<file path="src/rtl/dds_fword_ctrl_if.sv">
`default_nettype none
// ============================================================================
//  Module      : dds_fword_ctrl_if
//  Description : Bundles the SPI byte stream, DDS strobe and the controller
//                outputs between the host side and dds_fword_ctrl.
//                master : drives rx_byte, rx_valid, cs, dds_strobe
//                         and observes fword_out, fword_upd, out_en, busy,
//                         tx_byte
//                slave  : the controller (mirror directions)
//  Revision    : 1.0 - initial release
// ============================================================================
interface dds_fword_ctrl_if;
    logic [7:0]  rx_byte;     // received SPI byte, qualified by rx_valid
    logic        rx_valid;    // one-cycle pulse per received byte
    logic        cs;          // SPI chip select, active-low, synchronised
    logic        dds_strobe;  // phase accumulator sample instant
    logic [31:0] fword_out;   // tuning word to the accumulator
    logic        fword_upd;   // pulse in the cycle fword_out changes
    logic        out_en;      // DDS output enable
    logic        busy;        // frame being collected or commit pending
    logic [7:0]  tx_byte;     // status byte for the next SPI transfer

    modport master (
        output rx_byte, rx_valid, cs, dds_strobe,
        input  fword_out, fword_upd, out_en, busy, tx_byte
    );

    modport slave (
        input  rx_byte, rx_valid, cs, dds_strobe,
        output fword_out, fword_upd, out_en, busy, tx_byte
    );
endinterface
`default_nettype wire

</file>
<file path="src/rtl/dds_fword_ctrl.sv">
`default_nettype none
// ============================================================================
//  Module      : dds_fword_ctrl
//  Description : Command sequencer between the SPI slave byte stream and the
//                DDS phase accumulator. Parses LOAD/ENABLE/DISABLE frames,
//                stages the 32-bit tuning word in a shadow register and
//                commits it to fword_out aligned to dds_strobe. Builds the
//                status byte {pend, out_en, err_to, err_cmd, frame_cnt[3:0]}.
//  Ports       : clk, rst (sync, active-high)
//                bus.slave : rx_byte/rx_valid/cs/dds_strobe in,
//                            fword_out/fword_upd/out_en/busy/tx_byte out
//  Revision    : 1.0 - initial release
// ============================================================================
module dds_fword_ctrl #(
    parameter logic [31:0] DEFAULT_FWORD = 32'd0,
    parameter int unsigned TIMEOUT       = 30000,
    parameter bit          APPLY_SYNC    = 1'b1
) (
    input  wire logic        clk,
    input  wire logic        rst,
    dds_fword_ctrl_if.slave  bus
);

    localparam int unsigned          c_TMO_W    = $clog2(TIMEOUT);
    localparam logic [c_TMO_W-1:0]   c_TMO_LAST = c_TMO_W'(TIMEOUT - 1);
    localparam logic [7:0]           c_CMD_LOAD = 8'hA1;
    localparam logic [7:0]           c_CMD_EN   = 8'hA2;
    localparam logic [7:0]           c_CMD_DIS  = 8'hA3;

    typedef enum logic [1:0] {
        S_IDLE    = 2'd0,
        S_COLLECT = 2'd1,
        S_PEND    = 2'd2
    } state_t;

    state_t               r_state,     w_state_nxt;
    logic [31:0]          r_shadow,    w_shadow_nxt;
    logic [1:0]           r_byte_idx,  w_byte_idx_nxt;
    logic [c_TMO_W-1:0]   r_tmo_cnt,   w_tmo_cnt_nxt;
    logic                 r_err_to,    w_err_to_nxt;
    logic                 r_err_cmd,   w_err_cmd_nxt;
    logic [3:0]           r_frame_cnt, w_frame_cnt_nxt;
    logic [31:0]          r_fword,     w_fword_nxt;
    logic                 r_upd,       w_upd_nxt;
    logic                 r_out_en,    w_out_en_nxt;
    logic [7:0]           r_tx,        w_tx_nxt;
    logic                 r_cs_d;

    always_comb begin
        w_state_nxt     = r_state;
        w_shadow_nxt    = r_shadow;
        w_byte_idx_nxt  = r_byte_idx;
        w_tmo_cnt_nxt   = r_tmo_cnt;
        w_err_to_nxt    = r_err_to;
        w_err_cmd_nxt   = r_err_cmd;
        w_frame_cnt_nxt = r_frame_cnt;
        w_fword_nxt     = r_fword;
        w_upd_nxt       = 1'b0;
        w_out_en_nxt    = r_out_en;
        // Status reflects the flags as they stand this cycle.
        w_tx_nxt        = {(r_state == S_PEND), r_out_en, r_err_to, r_err_cmd, r_frame_cnt};

        case (r_state)
            S_IDLE: begin
                // cs rising in IDLE means the host has clocked the status
                // out; clear first so a same-cycle new error still sticks.
                if (bus.cs && !r_cs_d) begin
                    w_err_to_nxt  = 1'b0;
                    w_err_cmd_nxt = 1'b0;
                end
                if (bus.rx_valid) begin
                    case (bus.rx_byte)
                        c_CMD_LOAD: begin
                            w_state_nxt    = S_COLLECT;
                            w_byte_idx_nxt = 2'd0;
                            w_tmo_cnt_nxt  = '0;
                        end
                        c_CMD_EN: begin
                            w_out_en_nxt    = 1'b1;
                            w_frame_cnt_nxt = r_frame_cnt + 4'd1;
                        end
                        c_CMD_DIS: begin
                            w_out_en_nxt    = 1'b0;
                            w_frame_cnt_nxt = r_frame_cnt + 4'd1;
                        end
                        default: w_err_cmd_nxt = 1'b1;
                    endcase
                end
            end

            S_COLLECT: begin
                if (bus.cs) begin
                    // Host closed the frame early: drop it quietly.
                    w_state_nxt = S_IDLE;
                end else if (bus.rx_valid) begin
                    w_shadow_nxt  = {r_shadow[23:0], bus.rx_byte};
                    w_tmo_cnt_nxt = '0;
                    if (r_byte_idx == 2'd3) begin
                        w_state_nxt    = S_PEND;
                        w_byte_idx_nxt = 2'd0;
                    end else begin
                        w_byte_idx_nxt = r_byte_idx + 2'd1;
                    end
                end else if (r_tmo_cnt == c_TMO_LAST) begin
                    w_err_to_nxt = 1'b1;
                    w_state_nxt  = S_IDLE;
                end else begin
                    w_tmo_cnt_nxt = r_tmo_cnt + 1'b1;
                end
            end

            S_PEND: begin
                if (bus.rx_valid) begin
                    w_err_cmd_nxt = 1'b1;
                end
                if (!APPLY_SYNC || bus.dds_strobe) begin
                    w_fword_nxt     = r_shadow;
                    w_upd_nxt       = 1'b1;
                    w_frame_cnt_nxt = r_frame_cnt + 4'd1;
                    w_state_nxt     = S_IDLE;
                end
            end

            default: w_state_nxt = S_IDLE;
        endcase
    end

    always_ff @(posedge clk) begin
        if (rst) begin
            r_state     <= S_IDLE;
            r_shadow    <= 32'd0;
            r_byte_idx  <= 2'd0;
            r_tmo_cnt   <= '0;
            r_err_to    <= 1'b0;
            r_err_cmd   <= 1'b0;
            r_frame_cnt <= 4'd0;
            r_fword     <= DEFAULT_FWORD;
            r_upd       <= 1'b0;
            r_out_en    <= 1'b0;
            r_tx        <= 8'h00;
            r_cs_d      <= 1'b0;
        end else begin
            r_state     <= w_state_nxt;
            r_shadow    <= w_shadow_nxt;
            r_byte_idx  <= w_byte_idx_nxt;
            r_tmo_cnt   <= w_tmo_cnt_nxt;
            r_err_to    <= w_err_to_nxt;
            r_err_cmd   <= w_err_cmd_nxt;
            r_frame_cnt <= w_frame_cnt_nxt;
            r_fword     <= w_fword_nxt;
            r_upd       <= w_upd_nxt;
            r_out_en    <= w_out_en_nxt;
            r_tx        <= w_tx_nxt;
            r_cs_d      <= bus.cs;
        end
    end

    assign bus.fword_out = r_fword;
    assign bus.fword_upd = r_upd;
    assign bus.out_en    = r_out_en;
    assign bus.busy      = (r_state != S_IDLE);
    assign bus.tx_byte   = r_tx;

endmodule
`default_nettype wire

</file>
<file path="src/flat_wrapper.sv">
// flat-port wrapper written by rule: the top's interface ports become plain ports
module dds_fword_ctrl_flat 
#(
    parameter logic [31:0] DEFAULT_FWORD = 32'd0,
    parameter int unsigned TIMEOUT       = 30000,
    parameter bit          APPLY_SYNC    = 1'b1
)
  (clk, rst, bus_rx_byte, bus_rx_valid, bus_cs, bus_dds_strobe, bus_fword_out, bus_fword_upd, bus_out_en, bus_busy, bus_tx_byte);
  dds_fword_ctrl_if bus_i ();
  input  wire logic clk;
  input  wire logic rst;
  input wire logic [$bits(bus_i.rx_byte)-1:0] bus_rx_byte;
  input wire logic [$bits(bus_i.rx_valid)-1:0] bus_rx_valid;
  input wire logic [$bits(bus_i.cs)-1:0] bus_cs;
  input wire logic [$bits(bus_i.dds_strobe)-1:0] bus_dds_strobe;
  output wire logic [$bits(bus_i.fword_out)-1:0] bus_fword_out;
  output wire logic [$bits(bus_i.fword_upd)-1:0] bus_fword_upd;
  output wire logic [$bits(bus_i.out_en)-1:0] bus_out_en;
  output wire logic [$bits(bus_i.busy)-1:0] bus_busy;
  output wire logic [$bits(bus_i.tx_byte)-1:0] bus_tx_byte;
  assign bus_i.rx_byte = bus_rx_byte;
  assign bus_i.rx_valid = bus_rx_valid;
  assign bus_i.cs = bus_cs;
  assign bus_i.dds_strobe = bus_dds_strobe;
  assign bus_fword_out = bus_i.fword_out;
  assign bus_fword_upd = bus_i.fword_upd;
  assign bus_out_en = bus_i.out_en;
  assign bus_busy = bus_i.busy;
  assign bus_tx_byte = bus_i.tx_byte;
  dds_fword_ctrl #(.DEFAULT_FWORD(DEFAULT_FWORD), .TIMEOUT(TIMEOUT), .APPLY_SYNC(APPLY_SYNC)) u_core (.clk(clk), .rst(rst), .bus(bus_i));
endmodule
</file>
<file path="config.mk">
export PLATFORM = sky130hd
export DESIGN_NAME = dds_fword_ctrl_flat
export DESIGN_NICKNAME = d
export VERILOG_FILES = /design/src/rtl/dds_fword_ctrl_if.sv /design/src/rtl/dds_fword_ctrl.sv /design/src/flat_wrapper.sv
export SDC_FILE = /design/constraint.sdc
export NUM_CORES = 1
export LEC_CHECK = 0
export CORE_MARGIN = 4
export CORE_UTILIZATION = 29
export CTS_CLUSTER_SIZE = 8
export DETAILED_ROUTE_END_ITERATION = 16
export PLACE_DENSITY = 0.58
export SLEW_MARGIN = 0
export SYNTH_ARGS = -nofsm -noshare
export SYNTH_HDL_FRONTEND = slang
export SYNTH_SLANG_ARGS = --single-unit
</file>
<file path="constraint.sdc">
create_clock -name clk -period 2.76 [get_ports clk]
set_input_delay 0.552 -clock clk [delete_from_list [all_inputs] [get_ports clk]]
set_output_delay 0.552 -clock clk [all_outputs]
set_load 0.01 [all_outputs]
</file>
* Word-level counts from Yosys, hierarchy flattened
Index checks and enable logic that the tools add are counted.
Operators by class: $add $sub $neg 3, equality and inequality tests 20, mux-type cells 36, bitwise logic cells 2, reductions and logical operators 19
Operators by type and width (number):
- 2-to-1 mux 15 bit | 5
- case mux 15 bit (2 select lines) | 1
- equality test 8 bit, second input constant | 3
- 2-to-1 mux 2 bit | 12
- AND reduction 5 bit | 4
- inequality test 2 bit, second input constant | 8
- adder 15 x 1 -> 15 bit, second input constant | 1
- equality test 15 bit, second input constant | 1
- 2-to-1 mux 4 bit | 3
- 2-to-1 mux 1 bit | 9
- inequality test 4 x 3 -> 1 bit, second input constant | 2
- case mux 4 bit (2 select lines) | 1
- nonzero test 2 bit | 4
- case mux 1 bit (2 select lines) | 3
- case mux 2 bit (3 select lines) | 1
- AND reduction 3 bit | 2
- adder 4 x 1 -> 4 bit, second input constant | 1
- equality test 2 bit, second input constant | 2
- inequality test 2 x 1 -> 1 bit, second input constant | 2
- case mux 2 bit (2 select lines) | 1
- AND reduction 2 bit | 2
- AND reduction 4 bit | 1
- OR reduction 2 bit | 2
- inequality test 3 bit, second input constant | 1
- other kinds (7) | 8
Storage, ports and cells: bits in registers 100, bits of input ports 13, word-level logic and storage cells 92

* Depth between registers and ports, before layout
word-level depth 6, depth in mapped cells 7, gate-level depth less buffers 5

* Least setup slack after synthesis
OpenSTA, ideal clock, no wires.
kind input -> register, start point input bus_rx_valid, end point register u_core.r_tmo_cnt[14], library setup time 73 ps, data arrival time 1844 ps, required time 2687 ps, slack 842 ps, stages 5, path buffers 1, path through buf_2 or3b_1 nor3_2 or4b_1 o211ai_2
Between the ends: word-level cells in the longest chain between the ends 3
RTL lines:
- from (decl) | RTL line flat_wrapper.sv:13 | input wire logic [$bits(bus_i.rx_valid)-1:0] bus_rx_valid;
- 2-to-1 mux 15 bit | RTL line dds_fword_ctrl.sv:95 | end else if (bus.rx_valid) begin
- 2-to-1 mux 15 bit | RTL line dds_fword_ctrl.sv:92 | if (bus.cs) begin
- case mux 15 bit (2 select lines) | RTL line dds_fword_ctrl.sv:63 | case (r_state)
- to (signal assigned) | RTL line dds_fword_ctrl.sv:146 | r_tmo_cnt <= w_tmo_cnt_nxt;
- to (decl) | RTL line dds_fword_ctrl.sv:39 | logic [c_TMO_W-1:0] r_tmo_cnt, w_tmo_cnt_nxt;
Several ways; a longest one is shown, not always the timed one. The select of a mux whose other input is x is not followed. A chain may end at the register's enable or synchronous reset.

* Worst setup path after layout
start point register u_core.r_state[1], end point output bus_busy
Between the ends: word-level cells in the longest chain between the ends 1
RTL lines:
- from (decl) | RTL line dds_fword_ctrl.sv:36 | state_t r_state, w_state_nxt;
- from (signal assigned) | RTL line dds_fword_ctrl.sv:143 | r_state <= w_state_nxt;
- nonzero test 2 bit | RTL line dds_fword_ctrl.sv:161 | assign bus.busy = (r_state != S_IDLE);
- to (decl) | RTL line flat_wrapper.sv:19 | output wire logic [$bits(bus_i.busy)-1:0] bus_busy;
No other way between the ends.

==> results.yml <==
synthesis:
  postSynth.topFlopCell: "dfxtp_1"
  netlist.area_leader.share_pct: 49.6
  post-synth-top-area-cell: "dfxtp_1"
  synth_edf_count: 0
  synthesis.area_mm2: 0.00403
  ffs_w_async_s_r_synth_pct: 0
  netlist-cell-type-count: 56
  ys_ff_latch: 100
  yosys_warnings: 0
  average_cell_area_after_synthesis_um2: 8.20
  yosys-top-cells-area: "dfxtp_1 (50%), nand2_1 (13%), a21oi_1 (8.8%)"
  synthesis.nets: 508
  synth_cells: 492
  share_of_synthesized_area_occupied_by_flip_flops_and_latches_pct: 49.6
setup_path:
  worst_path_largest_cell_delay_ns: 0.64
  crit_path_cell_trace: "nor2_1 > inv_1 > clkdlybuf4s50_1"
  regToRegStartpoint: "u_core.r_state[0]$_SDFFE_PP0P_"
  ff2ff_path_depth: 4
  regToRegEndpoint: "u_core.r_tmo_cnt[9]$_SDFFE_PP0P_"
  library_cell_contributing_the_largest_single_delay_on_the_critical_path: "dfxtp_1"
  worstPathMaxFanout: 15
  crit_path_end_kind: "output pin"
  worst-r2r-setup-slack_ns: 0.66
  crit_arrival_ns: 1.83
  worst_ep_required_time_ns: 2.21
  startpoint_type: "flop"
  criticalPathCategory: "flop to output pin"
timing:
  finalSetupTns_ns: 0
  worst_clock_skew_ns: 0.0109
  slew_violations: 0
  max-slew-margin-rel_pct: 52.5
  period_minus_slack_ns: 2.39
  fin_crit_sh_pct: 86.5
  final-hold-violation-count: 0
  setup_viol: 0
  max_slew.worst_pin.slew_ns: 0.713
  setup_repair_after_global_routing_missed_its_margin: "false"
  achievable-frequency_mhz: 419
hold_path:
  worstHoldEndpoint: "u_core.r_shadow[30]$_SDFFE_PP0P_"
  worst_hold_path_type: "flop to flop"
  worst_hold_startpoint: "u_core.r_shadow[30]$_SDFFE_PP0P_"
  hold-path-cell-count: 2
die:
  std_cell_rows: 42
  dieHeight_um: 126
  initial_utilization_pct: 30.0
  floorplan.die.width_um: 126
  num_io_pins: 56
  placeableCoreArea_mm2: 0.0135
  floorplan.die_area_mm2: 0.0159
global_routing:
  wire_length_of_the_first_global_routing_pass_um: 17100
  gr-usage-met2_pct: 19.2
  gr_met1_demand_resource_pct: 18.5
  vias_in_the_first_global_route: 3378
  grt_max_degree: 74
  global_route.overflow_total: 0
  grt_busiest_layer: "met2"
  grt_antenna_before_repair: 0
  grtUsageMet3_pct: 2.71
  grt_usage_pct: 12.9
place:
  dpl.cell_count: 701
  place.detailed.hpwl_um: 6850
  io_buffers: 55
  final_gp_congestion: 0.794
  postPlaceCellArea_mm2: 0.00477
clocking:
  cts-hold-fix-buffers: 0
  numClockSinks: 100
  tritoncts_clock_tree: "yes"
  cts.reportedPaths.clkPinSlew_ns: 0.07
  insertion_delay_ns: 0.34
  post_cts_buffers: 0
  cts_made_buffers: 9
  cts_root_buffer: "clkbuf_16"
  post_cts.resized_instances: 0
  clock_tree.buffer_depth: 2
  cts-htree-levels: 3
detailed_routing:
  detail_route.vias_per_cell: 4.94
  drt_iter0_drc: 223
  firstDrtPassIters: 5
  drt_drc_violations_left: 0
  drt-total-wl_um: 10100
  via_count: 3542
  drt-wirelength-per-cell_um: 14.1
  drtAntennaViolNets: 0
cells_and_area:
  multiInputGateArea_mm2: 0.00186
  postLayoutCellArea_mm2: 0.00505
  fraction_of_layout_instances_using_a_drive_strength_above_1_pct: 7.39
  seq_area_mm2: 0.00200
  num-nets-final: 552
  antenna_cells_inserted: 0
  final_common_cell: "nand2_1"
  area_growth_pct: 25.2
  mostFrequentLayoutCells: "nand2_1 (138), dfxtp_1 (100), a21oi_1 (71), clkdlybuf4s50_1 (54), nor2_1 (17)"
  finalNonFillerCells: 717
  fillers: 1428
pwr:
  leak_pwr_nw: 1.60
  ir_worst_vdd_v: 0.000399
  power_density_mw_per_mm2: 540
flow_run:
  max_cap_violations: 0
run_status:
  status: "completed"
[sequential cells by signal, indices dropped and copies added (netlist names)]
| name | flops |
|---|---|
| u_core.bus.fword_upd | 1 |
| u_core.r_state | 2 |
| u_core.r_shadow | 32 |
| u_core.r_tmo_cnt | 15 |
| u_core.r_err_cmd | 1 |
| u_core.bus.tx_byte | 8 |
| u_core.r_cs_d | 1 |
| u_core.bus.fword_out | 32 |
| u_core.r_byte_idx | 2 |
| u_core.r_frame_cnt | 4 |
| u_core.bus.out_en | 1 |
| u_core.r_err_to | 1 |
[metrics by stage]
step | hold slack [ns] | power (W) | utilization [%] | setup slack (ns)
2_1_floorplan | 0.432 | 0.00152 | - | 0.842
3_3_place_gp | 0.446 | 0.00156 | 35.5 | 0.278
3_5_place_dp | 0.448 | 0.00156 | 35.5 | 0.215
4_1_cts | 0.457 | 0.00276 | 37.5 | 0.360
5_1_grt | 0.478 | 0.00282 | 37.5 | 0.205
6_report | 0.457 | 0.00272 | 37.5 | 0.374
[report_power, final]
group / internal [W] / switching, W
clock network: 0.000626 / 0.000575
registers: 0.00144 / 0.00000160
logic: 0.0000301 / 0.0000473
[worst max-delay path: cells and delay by family (launching register included)]
| kind | cells | cell delay [ns] |
|---|---|---|
| buffers and inverters | 2 | 0.72 |
| and+or+nand+nor | 1 | 0.13 |
| DFF | 1 | 0.64 |
[Yosys cell counts, types with 2 or more instances]
cell type	count
ha_1	3
nor4_1	3
dfxtp_1	100
o211ai_1	3
nand2_1	138
a31oi_1	10
nor3_1	6
nor3b_1	3
nand4b_1	2
clkbuf_1	25
nor2_1	17
o221ai_1	2
o21ai_0	7
nand2b_1	4
o211ai_2	4
nand3b_1	3
inv_1	15
or3_1	3
buf_2	3
and3b_1	2
nand4_1	10
nor2b_1	9
a21oi_1	71
buf_1	3
mux2_2	2
nand3_1	12
nor4bb_1	3
[worst max path at each step]
| stage | end | from | cells past startpoint | slack, ns |
|---|---|---|---|---|
| 2_1_floorplan | u_core.r_tmo_cnt[14]$_SDFFE_PP0P_ | bus_rx_valid | 5 | 0.84 |
| 3_3_place_gp | u_core.r_frame_cnt[3]$_SDFFE_PP0P_ | bus_rx_byte[2] | 5 | 0.28 |
| 3_5_place_dp | u_core.r_frame_cnt[3]$_SDFFE_PP0P_ | bus_rx_byte[2] | 5 | 0.22 |
| 4_1_cts | bus_busy | u_core.r_state[1]$_SDFFE_PP0P_ | 3 | 0.36 |
| 5_1_grt | bus_busy | u_core.r_state[1]$_SDFFE_PP0P_ | 3 | 0.20 |
| 6_report | bus_busy | u_core.r_state[1]$_SDFFE_PP0P_ | 3 | 0.37 |
[cell type report]
class                           count  area share [%]
Clock inverter                      5           0.892
Tap cell                          176            4.36
Sequential cell                   100            39.7
Inverter                           15            1.12
Multi-Input combinational cell    345            36.8
Timing Repair Buffer               65            12.5
Clock buffer                       11            4.61
[cells by family (layout without fill, tap and decap cells)]
group | count (synthesis) | after routing | share of synthesized area, %
multiplexers | 2 | 2 | 0.558
adder cells (fa/ha/maj) | 3 | 3 | 0.931
AO/OA/AOI/OAI | 113 | 113 | 16.9
buffers and inverters | 47 | 96 | 4.65
AND/OR/NAND/NOR | 227 | 227 | 27.4
flip-flops | 100 | 100 | 49.6
[metal layers]
layer  share of wire, %  up-vias
met5                  0        -
met4                1.6        0
met3                3.2       12
met2                 44       67
met1                 51     1675
li1                   -     1788
Power figures use the tool's default switching activity.
